===== src/rtl/activation_buffer_writer.sv =====
// Packs a stream of activation elements four per word and writes each word to the buffer at incrementing addresses.
// Latency: 1 cycle from accepting the completing element to wr_en. data_ready_o is high for the whole FILL state, so the stream never stalls.
module activation_buffer_writer #(
   parameter int DATA_WIDTH        = 7,
   parameter int BUFFER_ADDR_WIDTH = 15,
   parameter int COUNT_WIDTH       = 17
) (
   input  logic                         clk,
   input  logic                         rst,
   input  logic                         start_i,
   input  logic [BUFFER_ADDR_WIDTH-1:0] base_addr_i,
   input  logic [COUNT_WIDTH-1:0]       num_elems_i,
   input  logic                         data_valid_i,
   input  logic [DATA_WIDTH-1:0]        data_i,
   output logic                         data_ready_o,
   output logic                         buffer_wr_en_o,
   output logic [BUFFER_ADDR_WIDTH-1:0] buffer_wr_addr_o,
   output logic [DATA_WIDTH*4-1:0]      buffer_data_o,
   output logic                         busy_o,
   output logic                         done_o
);

   typedef enum logic [1:0] {S_IDLE, S_FILL, S_DONE} state_t;

   state_t                         state_q, state_d;
   logic [1:0]                     lane_q, lane_d;
   logic [COUNT_WIDTH-1:0]         remain_q, remain_d;
   logic [BUFFER_ADDR_WIDTH-1:0]   addr_q, addr_d;
   logic [DATA_WIDTH*4-1:0]        pack_q, pack_d;
   logic                           wr_en_q, wr_en_d;
   logic [BUFFER_ADDR_WIDTH-1:0]   wr_addr_q, wr_addr_d;
   logic [DATA_WIDTH*4-1:0]        wr_data_q, wr_data_d;
   logic [DATA_WIDTH*4-1:0]        word;
   logic                           last_elem;

   always_ff @(posedge clk) begin
      if (rst) begin
         state_q   <= S_IDLE;
         lane_q    <= '0;
         remain_q  <= '0;
         addr_q    <= '0;
         pack_q    <= '0;
         wr_en_q   <= 1'b0;
         wr_addr_q <= '0;
         wr_data_q <= '0;
      end else begin
         state_q   <= state_d;
         lane_q    <= lane_d;
         remain_q  <= remain_d;
         addr_q    <= addr_d;
         pack_q    <= pack_d;
         wr_en_q   <= wr_en_d;
         wr_addr_q <= wr_addr_d;
         wr_data_q <= wr_data_d;
      end
   end

   always_comb begin
      state_d   = state_q;
      lane_d    = lane_q;
      remain_d  = remain_q;
      addr_d    = addr_q;
      pack_d    = pack_q;
      wr_en_d   = 1'b0;
      wr_addr_d = wr_addr_q;
      wr_data_d = wr_data_q;
      last_elem = (remain_q == COUNT_WIDTH'(1));
      // Current partial word with the incoming element merged into its lane.
      word      = pack_q;
      word[lane_q*DATA_WIDTH +: DATA_WIDTH] = data_i;

      case (state_q)
         S_IDLE: begin
            if (start_i) begin
               if (num_elems_i != '0) begin
                  remain_d = num_elems_i;
                  addr_d   = base_addr_i;
                  lane_d   = '0;
                  pack_d   = '0;
                  state_d  = S_FILL;
               end else begin
                  state_d  = S_DONE;
               end
            end
         end
         S_FILL: begin
            if (data_valid_i) begin
               remain_d = remain_q - COUNT_WIDTH'(1);
               lane_d   = lane_q + 2'd1;
               if (lane_q == 2'd3 || last_elem) begin
                  wr_en_d   = 1'b1;
                  wr_addr_d = addr_q;
                  wr_data_d = word;
                  addr_d    = addr_q + BUFFER_ADDR_WIDTH'(1);
                  pack_d    = '0;
               end else begin
                  pack_d    = word;
               end
               if (last_elem) begin
                  lane_d  = '0;
                  state_d = S_DONE;
               end
            end
         end
         S_DONE: begin
            state_d = S_IDLE;
         end
         default: begin
            state_d = S_IDLE;
         end
      endcase
   end

   assign data_ready_o     = (state_q == S_FILL);
   assign busy_o           = (state_q != S_IDLE);
   assign done_o           = (state_q == S_DONE);
   assign buffer_wr_en_o   = wr_en_q;
   assign buffer_wr_addr_o = wr_addr_q;
   assign buffer_data_o    = wr_data_q;

endmodule


===== config.mk =====
export PLATFORM = sky130hd
export DESIGN_NAME = activation_buffer_writer
export DESIGN_NICKNAME = d
export VERILOG_FILES = /design/src/rtl/activation_buffer_writer.sv
export SDC_FILE = /design/constraint.sdc
export NUM_CORES = 1
export LEC_CHECK = 0
export ABC_AREA = 1
export BUFFER_PORTS_ARGS = -buffer_cell sky130_fd_sc_hd__buf_2
export CORE_MARGIN = 5
export CORE_UTILIZATION = 30
export CTS_CLUSTER_SIZE = 16
export DETAILED_ROUTE_END_ITERATION = 16
export GPL_TIMING_DRIVEN = 0
export HOLD_SLACK_MARGIN = 0.08
export PLACE_DENSITY = 0.5
export SETUP_SLACK_MARGIN = 0.15
export SLEW_MARGIN = 15
export SYNTH_ARGS = -nofsm -noshare
export SYNTH_HDL_FRONTEND = slang
export SYNTH_SLANG_ARGS = --single-unit

===== constraint.sdc =====
create_clock -name clk -period 4.5 [get_ports clk]
set_clock_uncertainty 0.2 [all_clocks]
set_input_delay 0.9 -clock clk [delete_from_list [all_inputs] [get_ports clk]]
set_output_delay 0.9 -clock clk [all_outputs]
set_load 0.02 [all_outputs]

=== Word level (Yosys, flattened, before mapping) ===
Index checks and enable logic that the tools add are counted.

* Multipliers: 1
* Bitwise gates (word level): 2
* Muxes and demuxes: 26
* Shifts and indexed selects: 2
* Reductions and logical operators: 10
* Eq/ne operators: 9
* Add/sub/neg operators: 4

{| class="wikitable"
|+ Operators with widths
! cell !! count
|-
| $mux 28 || 4
|-
| $mux 15 || 4
|-
| $pmux 28 s2 || 1
|-
| $mux 17 || 3
|-
| $neg 5->34 || 1
|-
| $pmux 17 s2 || 1
|-
| $shift 7x34->28 const A || 1
|-
| $shiftx 7x34->28 || 1
|-
| $pmux 15 s2 || 1
|-
| $bwmux 28 || 1
|-
| $eq 17x1->1 const B || 1
|-
| $reduce_bool 17->1 || 1
|-
| $sub 17x1->17 const B || 1
|-
| $mux 2 || 8
|-
| $add 15x1->15 const B || 1
|-
| $pmux 2 s2 || 2
|-
| $ne 2x2->1 const B || 3
|-
| $reduce_and 3->1 || 2
|-
| $mul 2x3->5 const B || 1
|-
| $reduce_and 5->1 || 1
|-
| $eq 2x2->1 const B || 2
|-
| $ne 2x1->1 const B || 2
|-
| $reduce_and 4->1 || 1
|-
| $reduce_bool 2->1 || 2
|-
| other kinds (7) || 8
|}

* Flip-flop bits (word level): 108
* Word-level logic and storage cells: 62
* Input bits: 43
* Output and inout port bits: 47

=== Longest topological paths before layout ===
* Word-level depth: 7
* Depth in mapped cells: 11
* Mapped depth without buffers: 11

=== Worst setup path after synthesis ===
OpenSTA, ideal clock, no wires.

* Path type: reg2reg
* Start point: register lane_q[0]
* End point: register wr_data_q[0] (netlist: buffer_data_o[0])
* Path buffers: 1
* Library setup time: 0.070 ns
* Arrival: 1.868 ns
* Setup slack: 2.361 ns
* Cell stages (with the launch flop): 9
* Data required time: 4.230 ns
* Clock period less this slack: 2.139 ns
* Cell sequence: dfxtp_1 clkbuf_1 inv_1 ha_1 inv_1 nand4_1 o22ai_1 nand3_1 a21oi_1

* Longest elaborated chain between the ends: 4
* Elaborated cells on any way between the ends: 8
* Those cells by class: 1 x add/sub; 1 x mul; 1 x eq/ne; 2 x shift; 1 x mux; 2 x reduce/logical

{| class="wikitable"
|+ RTL lines
! element !! RTL line !! source
|-
| start: declaration || 26 || <nowiki>logic [1:0] lane_q, lane_d;</nowiki>
|-
| start signal: assignment || 48 || <nowiki>lane_q <= lane_d;</nowiki>
|-
| $mul 2x3->5 || 70 || <nowiki>word[lane_q*DATA_WIDTH +: DATA_WIDTH] = data_i;</nowiki>
|-
| $neg 5->34 || 70 ||
|-
| $shiftx 7x34->28 or $shift 7x34->28 (tied branches) || 70 ||
|-
| $bwmux 28 || 70 ||
|-
| end signal: assignment || 54 || <nowiki>wr_data_q <= wr_data_d;</nowiki>
|-
| end: declaration || 32 || <nowiki>logic [DATA_WIDTH*4-1:0] wr_data_q, wr_data_d;</nowiki>
|}

Parallel ways exist; a longest one is shown, timed or not.
A chain may end at the register's enable or synchronous reset.

=== Worst setup path after layout ===
* Start point: register state_q[0]
* End point: output port data_ready_o

* Longest elaborated chain between the ends: 1

{| class="wikitable"
|+ RTL lines
! element !! RTL line !! source
|-
| start: declaration || 25 || <nowiki>state_t state_q, state_d;</nowiki>
|-
| start signal: assignment || 47 || <nowiki>state_q <= state_d;</nowiki>
|-
| $eq 2x1->1 || 114 || <nowiki>assign data_ready_o = (state_q == S_FILL);</nowiki>
|-
| end: declaration || 15 || <nowiki>output logic data_ready_o,</nowiki>
|}

No other way between the ends.

==> results.toml <==
[global_route]
antenna_found_initial = 1
grt_pass1_vias = 5425
grt_max_degree = 17
gr-total-overflow = 0
track_usage_pct = 16.5
grt_pass1_wl_um = 28600

[routing]
first_iter_violations = 345
firstDrtPassIters = 5
wire_per_inst_um = 14.9
detail-route-antenna-nets = 0
wirelength_um = 18100
num_vias = 5734
drcViolationCount = 0
via_per_inst = 4.72

[cts]
clkSinkCount = 108
postCtsResizedCells = 0
clk_pin_slew_worst_paths_ns = 0.07
cts_tree = "yes"
cts_made_buffers = 9
root_buffer = "clkbuf_16"
postCtsSetupBuffers = 0
clockBufferDepth = 2
postCtsHoldBufs = 0
h-tree-depth = 3
clock_latency_ns = 0.36

[pwr]
total_power_mw = 2.60
power_density_nw_per_um2 = 387
p_leak_nw = 2.92
ir_worst_vdd_mv = 0.184

[critical_path]
cp_top_family = "buffers and inverters"
path_cells = "nand2_2 > inv_2 > buf_4 > buf_2 > buf_2"
endpoint_kind = "primary output"
crit_fanout = 10
arrival_ns = 1.68
cp_slowest_stage_delay_ns = 0.42
crit_top_cell = "buf_2"
crit_type = "register to primary output"
worst-endpoint-required_ns = 3.40
cp_slowest_cell = "dfxtp_1"
cp_num_buf_inv = 4
cp-start-kind = "register"

[job]
cap_violations = 0

[logic_synthesis]
ys_types = 28
synth-warning-count = 0
syn_nets = 928
ys_ff_latch = 108
syn-cell-area_um2 = 5640
yosys.area.top_type = "dfxtp_1"
synth.area.top_cells = "dfxtp_1 (38%), nand2_1 (18%), a21oi_1 (8.0%)"
async_reset_ff_share_pct = 0
synth_top_cell_area_share_pct = 38.4
seq_area_frac_synth_pct = 38.4
synth_edf_count = 0
synth_common_cells = "nand2_1 (272), dfxtp_1 (108), nor2_1 (96)"
synth_area_per_cell_um2 = 6.43
synth-main-ff-cell = "dfxtp_1"
synth.most_common_cell = "nand2_1"
postSynthCellCount = 876

[timing]
period_share_pct = 61.8
setup_viol = 0
finalHoldViolCount = 0
fin_crit_ns = 2.78
rsz0062_at_grt = "no"
worst_pin_slew_ns = 0.627
fmax_mhz = 359
setup_tns_ns = 0
slew_headroom_pct = 58.0
drv_slew = 0

[die]
rows = 50
core_um2 = 18600
dieArea_um2 = 21600
ios = 90
die_x_um = 147
die_h_um = 147
start_util_pct = 30.3

[placed_design]
place_congestion = 0.878
numPortBuffers = 89
dp_hpwl_um = 13600

[finish]
drive_gt1_share_pct = 15.1
finalNetCount = 1028
nFillCells = 2033
diodes = 0
syn2layout_area_growth_pct = 19.1

[outcome]
status = "finished, final reports clean"

[min_path]
hold_class = "register to register"
==> worst min-delay path, stage by stage (launching register included) <==
cell and delay [ns]:
dfxtp_1 0.31, nand2_1 0.06, a21oi_1 0.05
==> metal layers <==
metal,vias to the layer above,track usage [%],wire length [µm]
li1,3006,-,-
met1,2562,21.8,8640
met2,135,26.4,8050
met3,29,4.84,1050
met4,2,4.24,359
met5,-,0,13
==> cell usage in the layout, fill, tap and decap left out, types with 2 or more instances in the layout <==
cell type  instances
a21oi_1           90
buf_1              3
buf_2            109
buf_4              5
bufinv_16          2
clkbuf_1          17
clkbuf_16          9
clkbuf_8           3
dfxtp_1          108
ha_1               9
inv_1             81
inv_2              5
nand2_1          272
nand2_2            2
nand2_4            2
nand3_1           78
nand3_4            2
nand3b_1           4
nand4_1            6
nor2_1            96
nor2_2             4
nor3_1             6
o21ai_0           29
o22ai_1           25
xnor2_1            4
xor2_1             4
==> state kept, by name, indices dropped and copies added, names as in the netlist <==
signal / flops
buffer_wr_addr_o: 15
buffer_wr_en_o: 1
lane_q: 2
remain_q: 17
addr_q: 15
buffer_data_o: 28
pack_q: 28
state_q: 2
==> path summary, 6_finish.rpt <==
kind                     startpoint                 to  slack (ns)  cells after the start
hold reg to reg   buffer_data_o[21]  buffer_data_o[21]        0.26                      2
setup / recovery         state_q[0]       data_ready_o        1.72                      5
hold / removal    buffer_data_o[21]  buffer_data_o[21]        0.26                      2
setup reg to reg          lane_q[0]   buffer_data_o[1]        1.82                      8
==> power by group <==
| group | switching [mW] | internal (mW) |
|---|---|---|
| logic | 0.421 | 0.195 |
| registers | 0.0717 | 1.01 |
| clock network | 0.369 | 0.534 |
| total | 0.861 | 1.74 |
==> final cells by class <==
type / count / area (µm²) / share of cell area (%)
buffer: 45 / 220 / 3.28
multi-input combinational: 637 / 2930 / 43.7
clock buffer: 13 / 270 / 4.03
sequential: 108 / 2160 / 32.2
clock inverter: 3 / 67.6 / 1.01
timing repair buffer: 89 / 445 / 6.64
tap: 234 / 293 / 4.36
inverter: 86 / 323 / 4.81
==> cell families after synthesis <==
logic type	count (synthesis)	synth area share, %
compound gates	146	13.6
xor+xnor	8	1.24
fa+ha+maj	9	2.00
buf+inv	131	9.63
flops	108	38.4
simple gates	474	35.1
==> stage by stage <==
step	instance area (µm²)	std cells	worst slack, ns	utilization, %	hold slack (ns)
after floorplan	5640	876	2.36	-	0.244
after global placement	6370	1199	1.77	34.3	0.248
after detailed placement	6370	1199	1.84	34.3	0.251
after CTS	6710	1215	1.69	36.1	0.261
after global routing	6710	1215	1.61	36.1	0.273
final	6710	1215	1.72	36.1	0.259
Note: power is estimated with default switching activity, not from simulation.
